`config.mk`:
```
export PLATFORM = sky130hd
export DESIGN_NAME = elevator_request_unit
export DESIGN_NICKNAME = d
export VERILOG_FILES = /design/src/rtl/elevator_pkg.sv /design/src/rtl/elevator_request_unit_btn_debounce.sv /design/src/rtl/elevator_request_unit.sv
export SDC_FILE = /design/constraint.sdc
export NUM_CORES = 1
export LEC_CHECK = 0
export CAP_MARGIN = 40
export CORE_MARGIN = 2
export CORE_UTILIZATION = 49
export DETAILED_ROUTE_END_ITERATION = 6
export HOLD_SLACK_MARGIN = 0.05
export PLACE_DENSITY = 0.73
export SETUP_SLACK_MARGIN = 0.02
export SYNTH_ARGS = -nofsm -noshare
export SYNTH_HDL_FRONTEND = slang
export SYNTH_HIERARCHICAL = 1
export SYNTH_SLANG_ARGS = --single-unit
```
`constraint.sdc`:
```
create_clock -name clk -period 1.3 [get_ports clk]
set_input_delay 0.26 -clock clk [delete_from_list [all_inputs] [get_ports clk]]
set_output_delay 0.26 -clock clk [all_outputs]
set_load 0.01 [all_outputs]
```
`src/rtl/elevator_pkg.sv`:
```
// Shared elevator definitions: floor index type, default floor count and
// motor direction encodings used by the request unit and the controller.
package elevator_pkg;

    localparam int DEF_NUM_FLOORS = 3;
    localparam int DEF_FLOOR_W    = 2;

    typedef logic [DEF_FLOOR_W-1:0] floor_t;

    typedef enum logic [1:0] {
        STOP = 2'b00,
        UP   = 2'b01,
        DOWN = 2'b10
    } motor_dir_t;

endpackage

```
`src/rtl/elevator_request_unit_btn_debounce.sv`:
```
// One call button: two-flop synchroniser, saturating debounce counter and a
// registered one-cycle accept pulse on each rising edge of the debounced level.
module btn_debounce
    import elevator_pkg::*;
#(
    parameter int DEBOUNCE_CYCLES = 4
) (
    input  logic clk,
    input  logic reset,
    input  logic btn_raw,
    output logic accept
);

    localparam int CNT_W = $clog2(DEBOUNCE_CYCLES + 1);
    localparam logic [CNT_W-1:0] CNT_MAX = CNT_W'(DEBOUNCE_CYCLES);

    logic             sync1_q, sync1_d;
    logic             sync2_q, sync2_d;
    logic [CNT_W-1:0] cnt_q, cnt_d;
    logic             level_q, level_d;
    logic             accept_q, accept_d;

    always_comb begin
        sync1_d = btn_raw;
        sync2_d = sync1_q;
        cnt_d   = '0;
        if (sync2_q) begin
            cnt_d = (cnt_q == CNT_MAX) ? cnt_q : cnt_q + CNT_W'(1);
        end
        // Level rises on the edge the count first reaches the threshold.
        level_d  = sync2_q & (level_q | (cnt_d == CNT_MAX));
        accept_d = level_d & ~level_q;
    end

    always_ff @(posedge clk or posedge reset) begin
        if (reset) begin
            sync1_q  <= 1'b0;
            sync2_q  <= 1'b0;
            cnt_q    <= '0;
            level_q  <= 1'b0;
            accept_q <= 1'b0;
        end else begin
            sync1_q  <= sync1_d;
            sync2_q  <= sync2_d;
            cnt_q    <= cnt_d;
            level_q  <= level_d;
            accept_q <= accept_d;
        end
    end

    assign accept = accept_q;

endmodule

```
`src/rtl/elevator_request_unit.sv`:
```
// Call-button front end: debounced sticky request vector plus door dwell timer.
// Define DOOR_HOLD_EN to add the door_hold input that suspends the dwell.
module elevator_request_unit
    import elevator_pkg::*;
#(
    parameter int NUM_FLOORS      = DEF_NUM_FLOORS,
    parameter int FLOOR_W         = DEF_FLOOR_W,
    parameter int DEBOUNCE_CYCLES = 4,
    parameter int DOOR_CYCLES     = 8
) (
    input  logic                  clk,
    input  logic                  reset,
    input  logic [NUM_FLOORS-1:0] btn,
    input  logic [FLOOR_W-1:0]    current_floor,
    input  logic                  door,
`ifdef DOOR_HOLD_EN
    input  logic                  door_hold,
`endif
    output logic [NUM_FLOORS-1:0] req_floor,
    output logic                  req_pending,
    output logic                  timer_expired
);

    localparam int DW = $clog2(DOOR_CYCLES);
    localparam logic [DW-1:0] DWELL_LAST = DW'(DOOR_CYCLES - 1);

    logic [NUM_FLOORS-1:0] accept_vec;
    logic [NUM_FLOORS-1:0] clear_vec;
    logic [NUM_FLOORS-1:0] req_floor_q, req_floor_d;
    logic                  req_pending_q, req_pending_d;
    logic [DW-1:0]         dwell_q, dwell_d;
    logic                  timer_expired_q, timer_expired_d;
    logic                  hold_w;

`ifdef DOOR_HOLD_EN
    assign hold_w = door_hold;
`else
    assign hold_w = 1'b0;
`endif

    genvar gi;
    generate
        for (gi = 0; gi < NUM_FLOORS; gi++) begin : g_floor
            btn_debounce #(
                .DEBOUNCE_CYCLES(DEBOUNCE_CYCLES)
            ) u_debounce (
                .clk    (clk),
                .reset  (reset),
                .btn_raw(btn[gi]),
                .accept (accept_vec[gi])
            );
            // Out-of-range floor codes never match, so they clear nothing.
            assign clear_vec[gi] = door && (current_floor == FLOOR_W'(gi));
        end
    endgenerate

    always_comb begin
        // A call at the floor being served is dropped: clear beats accept.
        req_floor_d   = (req_floor_q | accept_vec) & ~clear_vec;
        req_pending_d = |req_floor_d;

        dwell_d         = '0;
        timer_expired_d = 1'b0;
        if (door && !hold_w) begin
            if (dwell_q == DWELL_LAST) begin
                timer_expired_d = 1'b1;
            end else begin
                dwell_d = dwell_q + DW'(1);
            end
        end
    end

    always_ff @(posedge clk or posedge reset) begin
        if (reset) begin
            req_floor_q     <= '0;
            req_pending_q   <= 1'b0;
            dwell_q         <= '0;
            timer_expired_q <= 1'b0;
        end else begin
            req_floor_q     <= req_floor_d;
            req_pending_q   <= req_pending_d;
            dwell_q         <= dwell_d;
            timer_expired_q <= timer_expired_d;
        end
    end

    assign req_floor     = req_floor_q;
    assign req_pending   = req_pending_q;
    assign timer_expired = timer_expired_q;

endmodule

```
; ---- Word level (Yosys, flattened, before mapping)
; Index checks and enable logic that the tools add are counted.
[totals]
reg_bits = 29
latch_bits = 0
ram_bits = 0
rom_bits = 0
output_inout_bits = 5
mem_count = 0
[classes]
n_addsub = 4
mul = 0
div = 0
magnitude_cmp = 0
eq_ne = 9
n_shift = 0
n_mux = 10
n_bitwise = 15
reduce_logical = 5
[ops]
columns = cell, count
row1 = $mux W3, 8
row2 = $eq A3 B3 Y1 const B, 7
row3 = $add A3 B1 Y3 const B, 4
row4 = $and A1 B1 Y1, 6
row5 = $and A3 B3 Y3, 1
row6 = $logic_and A1 B1 Y1, 3
row7 = $not A1 Y1, 3
row8 = $not A3 Y3, 1
row9 = $or A1 B1 Y1, 3
row10 = $or A3 B3 Y3, 1
row11 = $reduce_or A3 Y1, 1
row12 = $eq A2 B1 Y1 const B, 1
row13 = $eq A2 B2 Y1 const B, 1
row14 = $logic_not A2 Y1, 1
row15 = $mux W1, 2

; ---- Depth between registers and ports, before layout
; Gate-level depths: netlist of the first run.
[logic_depth]
word_depth = 7
mapped_depth = 4
depth_no_buf = 4

; ---- By module
; The synthesis of the first run kept the hierarchy.
[by_module_without_submodules]
columns = module, instances, cells_per_inst, area_per_inst_um2, seq_area_each_um2
row1 = btn_debounce, 3, 26, 310.3, 175.2
row2 = elevator_request_unit, 1, 22, 307.8, 200.2

; ---- Worst setup path after synthesis of the first run
; No wires, ideal clock.
[synth_path]
path_type = register to register
start = register g_floor[0].u_debounce.cnt_q[0]
end = register g_floor[0].u_debounce.level_q
t_arrival_ns = 1.139
required_ns = 1.174
slack_ns = 0.036
stages_incl_launch_ff = 5
synth_period_minus_slack_ns = 1.264
cell_sequence = dfrtp_1 inv_2 ha_1 and3_4 o311a_1
[synth_via]
elab_chain_cells = 6
elab_cells_between_ends = 7
classes_between = add/sub: 1 / eq/ne: 2 / mux: 2 / bitwise: 2
[synth_rtl]
columns = item, line
row1 = from (decl), elevator_request_unit_btn_debounce.sv:19  ; logic [CNT_W-1:0] cnt_q, cnt_d;
row2 = from (signal assigned), elevator_request_unit_btn_debounce.sv:45  ; cnt_q <= cnt_d;
row3 = $add A3 B1 Y3 or $eq A3 B3 Y1 (tied branches), elevator_request_unit_btn_debounce.sv:28  ; cnt_d = (cnt_q == CNT_MAX) ? cnt_q : cnt_q + CNT_W'(1);
row4 = $mux W3 *, elevator_request_unit_btn_debounce.sv:28
row5 = $mux W3 *, elevator_request_unit_btn_debounce.sv:27  ; if (sync2_q) begin
row6 = $eq A3 B3 Y1 *, elevator_request_unit_btn_debounce.sv:31  ; level_d = sync2_q & (level_q | (cnt_d == CNT_MAX));
row7 = $or A1 B1 Y1 *, elevator_request_unit_btn_debounce.sv:31
row8 = $and A1 B1 Y1 *, elevator_request_unit_btn_debounce.sv:31
row9 = named net g_floor[0].u_debounce.level_d, elevator_request_unit_btn_debounce.sv:20  ; logic level_q, level_d;
row10 = to (signal assigned), elevator_request_unit_btn_debounce.sv:46  ; level_q <= level_d;
row11 = to (decl), elevator_request_unit_btn_debounce.sv:20
; Mark *: on every way through the listed nets, which the timed path passes. The rest lies on a longest branch.

; ---- Final worst setup path of the first run
[layout_path]
start = register g_floor[1].u_debounce.cnt_q[0]
end = register g_floor[1].u_debounce.level_q
[layout_via]
elab_chain_cells = 6
elab_cells_between_ends = 7
classes_between = add/sub: 1 / eq/ne: 2 / mux: 2 / bitwise: 2
[layout_rtl]
columns = item, line
row1 = from (decl), elevator_request_unit_btn_debounce.sv:19
row2 = from (signal assigned), elevator_request_unit_btn_debounce.sv:45
row3 = $add A3 B1 Y3 or $eq A3 B3 Y1 (tied branches), elevator_request_unit_btn_debounce.sv:28
row4 = $mux W3 *, elevator_request_unit_btn_debounce.sv:28
row5 = $mux W3 *, elevator_request_unit_btn_debounce.sv:27
row6 = $eq A3 B3 Y1 *, elevator_request_unit_btn_debounce.sv:31
row7 = $or A1 B1 Y1 *, elevator_request_unit_btn_debounce.sv:31
row8 = $and A1 B1 Y1 *, elevator_request_unit_btn_debounce.sv:31
row9 = named net g_floor[1].u_debounce.level_d, elevator_request_unit_btn_debounce.sv:20
row10 = to (signal assigned), elevator_request_unit_btn_debounce.sv:46
row11 = to (decl), elevator_request_unit_btn_debounce.sv:20
; Marked as above.

==> impl_metrics.yaml, run 1 <==
setup_path:
  path_class: "reg2reg"
  critical_path_required_ns: 1.50
  timing.rr.end: "g_floor[1].u_debounce/level_q$_DFF_PP0_"
  r2r_start: "g_floor[1].u_debounce/cnt_q[0]$_DFF_PP0_"
  crit_arrival_ns: 1.46
  crit_path_max_fanout: 4
  reg2reg_slack_ns: 0.04
  worstSetupStartpointType: "flip-flop"
  crit_path_end_kind: "flip-flop"
  rr_worst_depth: 4
placement:
  dp.cells: 150
  dp_hpwl_um: 1630
  gp_congestion: 0.725
  io_buffers: 12
  post_dp_cell_area_um2: 1460
pwr:
  p_per_area_nw_per_um2: 1260
  power_uw: 1960
  ir_worst_vdd_mv: 0.976
  power.leakage_uw: 0.000811
timing:
  rsz0062_at_grt: "true"
  final.period_utilization_pct: 97.2
  finalCriticalPeriod_ns: 1.26
  hold_violations: 0
  final_max_slew_viol_count: 0
  fmax_mhz: 792
  setup_viol: 0
  skew_ns: 0.00420
  tightest_slew_ns: 0.304
  maxSlewHeadroom_pct: 79.7
floorplanning:
  start_util_pct: 50.9
  ios: 13
  row_count: 18
  die_x_um: 54.3
  core_um2: 2430
  die-area_um2: 2950
  dieHeight_um: 54.3
global_route:
  grt_pass1_wl_um: 3510
  overflow: 0
  antenna_found_initial: 0
  grt.total_usage_pct: 18.0
  grt_start_max_net_pins: 9
  grt_pass1_vias: 844
cts:
  path_clk_slew_ns: 0.09
  cts_buffers: 5
  htreeDepth: 2
  clock-root-buffer: "clkbuf_4"
  insertion_delay_ns: 0.32
  tritoncts: "yes"
  cts.path.max_buffers: 2
  clkSinkCount: 29
finish:
  multiInputGateArea_um2: 505
  utilization_pct: 64.3
  fin_nets: 145
  seq_area_um2: 726
  layout_common_cells: "dfrtp_1, inv_1, buf_4, clkdlybuf4s50_1, clkbuf_4"
  num-fill-cells: 189
  drive_above_1_share_pct: 26.2
  antenna_cells: 0
  synthToLayoutAreaGrowth_pct: 26.3
  final_common_cell: "dfrtp_1"
  post-route-cell-area_um2: 1560
  final_cell_count_no_fill: 160
routing:
  antenna_left: 0
  wl_um: 2140
  drc: 0
  num_vias: 841
  first_pass_iters: 4
  drtIter0Drc: 9
  vias_per_cell: 5.26
  wl_per_cell_um: 13.4
min_path:
  hold_path_class: "in2async"
run_status:
  status: "complete, no violations"
synthesis:
  syn_inst: 100
  syn_area_um2: 1240
  synth.avg_cell_area_um2: 12.4
  synth_nets: 116
  synth_cell_types: 21
  synth_seq_area_share_pct: 58.6
  synth_warnings: 6
  synth-seq-cells: 29
run:
  drv_cap: 0
-- cell families (layout without fill, tap and decap cells) --
kind of cell / count (synthesis) / in the layout / share of synthesized area (%)
compound gates: 21 / 21 / 13.7
fa+ha+maj: 8 / 8 / 8.08
buf+inv: 14 / 44 / 4.24
flops: 29 / 29 / 58.6
simple gates: 28 / 28 / 15.4
-- layout make-up --
type / instances / share of cell area [%]
clock buffer: 8 / 3.12
inverter: 14 / 3.36
multi-input combinational: 57 / 32.3
sequential: 29 / 46.4
tap: 30 / 2.40
timing repair buffer: 22 / 12.4
-- where the power goes --
part / total (uW) / switching [uW] / leakage, uW / internal [uW]
registers: 1040 / 57.7 / 0.000378 / 986
logic: 417 / 187 / 0.000406 / 231
clock network: 502 / 287 / 0.0000265 / 215
-- layer usage --
metal / track usage (%) / wire length [um]
met5: 0 / 0
met4: 5.00 / 0
met3: 9.02 / 125
met2: 30.1 / 1110
met1: 20.3 / 898
-- worst max path at each step --
stage / from / endpoint / slack [ns]
floorplan: g_floor[0].u_debounce/cnt_q[0]$_DFF_PP0_ / g_floor[0].u_debounce/level_q$_DFF_PP0_ / 0.04
global placement: current_floor[1] / req_pending$_DFF_PP0_ / -0.18
detailed placement: current_floor[1] / req_pending$_DFF_PP0_ / -0.21
CTS: g_floor[1].u_debounce/cnt_q[0]$_DFF_PP0_ / g_floor[1].u_debounce/level_q$_DFF_PP0_ / 0.02
global route: g_floor[2].u_debounce/cnt_q[0]$_DFF_PP0_ / g_floor[2].u_debounce/level_q$_DFF_PP0_ / -0.003
finish: g_floor[1].u_debounce/cnt_q[0]$_DFF_PP0_ / g_floor[1].u_debounce/level_q$_DFF_PP0_ / 0.04
-- through the flow --
stage	TNS, ns	hold slack (ns)	worst slack [ns]
after floorplan	0	0.0634	0.0355
final	0	0.278	0.0370
after global placement	-0.180	0.332	-0.180
after detailed placement	-0.320	0.336	-0.215
after global routing	-0.00282	0.294	-0.00282
after CTS	0	0.270	0.0196
-- state kept, by name, summed over array words and instances, names as in the netlist --
register,flops
g_floor.u_debounce/cnt_q,9
timer_expired,1
req_pending,1
dwell_q,3
g_floor.u_debounce/sync2_q,3
g_floor.u_debounce/level_q,3
g_floor.u_debounce/sync1_q,3
req_floor,3
g_floor.u_debounce/accept,3
-- Yosys cell counts, drive strengths merged --
library cell | n | area (um2)
ha | 8 | 100
o22a | 2 | 17.5
nor2 | 4 | 15.0
nor3b | 4 | 35.0
or3 | 1 | 6.26
a21oi | 3 | 15.0
nand3b | 3 | 22.5
o21ai | 3 | 15.0
o31ai | 3 | 37.5
nand2 | 3 | 11.3
o211a | 3 | 30.0
inv | 14 | 52.6
dfrtp | 29 | 726
nand2b | 4 | 25.0
a31oi | 4 | 25.0
o311a | 3 | 30.0
and2 | 6 | 41.3
and3 | 3 | 33.8
-- repair_timing --
action	CTS	global route
pin swaps	3	2
gates resized for setup	12	6
endpoints found under the setup margin	8	7
hold buffers	0	0
buffers inserted	2	0
cloned	0	0
-- critical path, stage by stage (launching register included) --
cell and delay [ns]:
dfrtp_1 0.43, ha_2 0.23, nand3b_1 0.10, o31ai_2 0.09, o311a_1 0.30
No activity file was read; power rests on OpenSTA's default activity.
==> run 2: changes to the inputs <==
--- a/config.mk
+++ b/config.mk
@@ -16,3 +16,4 @@
 export SYNTH_HDL_FRONTEND = slang
 export SYNTH_HIERARCHICAL = 1
 export SYNTH_SLANG_ARGS = --single-unit
+export TNS_END_PERCENT = 10
==> constraint.sdc (replaced) <==
create_clock -name clk -period 1.3 [get_ports clk]
set_input_delay 0.195 -clock clk [delete_from_list [all_inputs] [get_ports clk]]
set_output_delay 0.195 -clock clk [all_outputs]
set_load 0.01 [all_outputs]
==> run 2 against run 1 <==
- hold slack got worse by 0.088 ns
- core utilization increased by 0.36 points
- maximum frequency is 0.79% lower
- critical path depth unchanged
- largest cell class unchanged
- sequential share of layout area is 0.26 points lower
- clock skew rose by 0.0020 ns
- largest power group unchanged
- via count fell by 0.83%
- register-to-register slack barely moved
- critical path type unchanged
- clock power grew 22%
==> impl_metrics.yaml, run 2 (synthesis gave the netlist of run 1 again) <==
run_status:
  status: "complete, no violations"
finish:
  layout_common_cells: "dfrtp_1, inv_1, buf_4, clkdlybuf4s50_1"
  final_cell_count_no_fill: 159
  post-route-cell-area_um2: 1570
  largest-register: "g_floor.u_debounce/cnt_q"
  drive_above_1_share_pct: 27.9
  synthToLayoutAreaGrowth_pct: 27.0
  num-fill-cells: 183
  final_common_cell: "dfrtp_1"
  antenna_cells: 0
  utilization_pct: 64.7
  fin_nets: 144
  largest_register_ffs: 9
floorplanning:
  core_um2: 2430
  die_x_um: 54.3
  row_count: 18
  die-area_um2: 2950
  ios: 13
  start_util_pct: 50.9
  dieHeight_um: 54.3
pwr:
  power_uw: 2060
  p_per_area_nw_per_um2: 1310
  power.leakage_uw: 0.000832
  ir_worst_vdd_mv: 1.07
global_route:
  grt_pass1_wl_um: 3570
  overflow: 0
  grt_pass1_vias: 834
  grt.total_usage_pct: 18.4
  grt_start_max_net_pins: 10
  antenna_found_initial: 0
timing:
  hold_violations: 0
  final.period_utilization_pct: 97.9
  rsz0062_at_grt: "true"
  finalCriticalPeriod_ns: 1.27
  final_max_slew_viol_count: 0
  maxSlewHeadroom_pct: 80.0
  skew_ns: 0.00624
  setup_viol: 0
  fin_tns_setup_ns: 0
  tightest_slew_ns: 0.299
  fmax_mhz: 786
routing:
  num_vias: 834
  drc: 0
  vias_per_cell: 5.25
  wl_um: 2150
  wl_per_cell_um: 13.5
  drtIter0Drc: 7
  first_pass_iters: 4
  antenna_left: 0
setup_path:
  crit_path_end_kind: "flip-flop"
  crit_arrival_ns: 1.49
  critical_path_required_ns: 1.52
  worstSetupStartpointType: "flip-flop"
  crit_path_max_fanout: 4
  path_class: "reg2reg"
cts:
  htreeDepth: 2
  insertion_delay_ns: 0.33
  cts.path.max_buffers: 2
  clock-root-buffer: "clkbuf_4"
  tritoncts: "yes"
  path_clk_slew_ns: 0.09
  postCtsHoldBufs: 0
  cts_buffers: 5
  clkSinkCount: 29
min_path:
  hold_path_class: "in2async"
placement:
  gp_congestion: 0.730
  dp_hpwl_um: 1630
  io_buffers: 12
  post_dp_cell_area_um2: 1460
  dp.cells: 150
run:
  drv_cap: 0
-- run 2: area by class of cell --
cell class	count	area, um2	share of cell area [%]
multi-input combinational	57	505	32.1
inverter	14	52.6	3.34
timing repair buffer	21	181	11.5
clock buffer	7	65.1	4.14
sequential	29	726	46.1
clock inverter	1	5.00	0.318
tap	30	37.5	2.39
-- run 2: metal layers --
| layer | vias to the layer above | track usage (%) | part of all wire, % |
|---|---|---|---|
| li1 | 401 | - | - |
| met1 | 412 | 21.0 | 41 |
| met2 | 17 | 28.9 | 51 |
| met3 | 4 | 8.74 | 5.8 |
| met4 | 0 | 8.75 | 1.4 |
| met5 | - | 0 | 0 |
-- run 2: per-stage QoR --
stage	setup WS [ns]	hold slack [ns]
2_1_floorplan	0.0355	-0.00160
3_3_place_gp	-0.115	0.332
3_5_place_dp	-0.152	0.337
4_1_cts	-0.0100	0.185
5_1_grt	-0.0124	0.205
6_report	0.0270	0.190
-- run 2: worst paths after layout --
path                                                     startpoint                                       end  depth (start not counted)  slack, ns
max in group asynchronous                                     reset                      dwell_q[0]$_DFF_PP0_                          2       0.86
hold / removal                                                reset  g_floor[1].u_debounce/cnt_q[2]$_DFF_PP0_                          2       0.19
setup / recovery           g_floor[0].u_debounce/cnt_q[0]$_DFF_PP0_   g_floor[0].u_debounce/level_q$_DFF_PP0_                          4       0.03
min in group clk                                             btn[2]   g_floor[2].u_debounce/sync1_q$_DFF_PP0_                          1       0.30
setup reg to reg           g_floor[0].u_debounce/cnt_q[0]$_DFF_PP0_   g_floor[0].u_debounce/level_q$_DFF_PP0_                          4       0.03
hold reg to reg             g_floor[1].u_debounce/sync1_q$_DFF_PP0_   g_floor[1].u_debounce/sync2_q$_DFF_PP0_                          0       0.36
-- run 2: report_power, final --
| part | internal (uW) | switching [uW] |
|---|---|---|
| sequential | 986 | 57.9 |
| combinational | 218 | 185 |
| clock | 313 | 300 |
| total | 1520 | 543 |
-- run 2: critical path, cell delays in order, from the launching register on --
cell and delay, ns:
dfrtp_1 0.43, inv_2 0.08, ha_4 0.17, and3_4 0.15, o311a_1 0.34
-- run 2: timing repair --
action                                 4_1_cts  5_1_grt
endpoints found under the hold margin        0        0
setup endpoints to repair                    9        4
cloned                                       0        0
pin swaps                                    1        5
gates resized for setup                     14        0
buffers inserted                             0        1
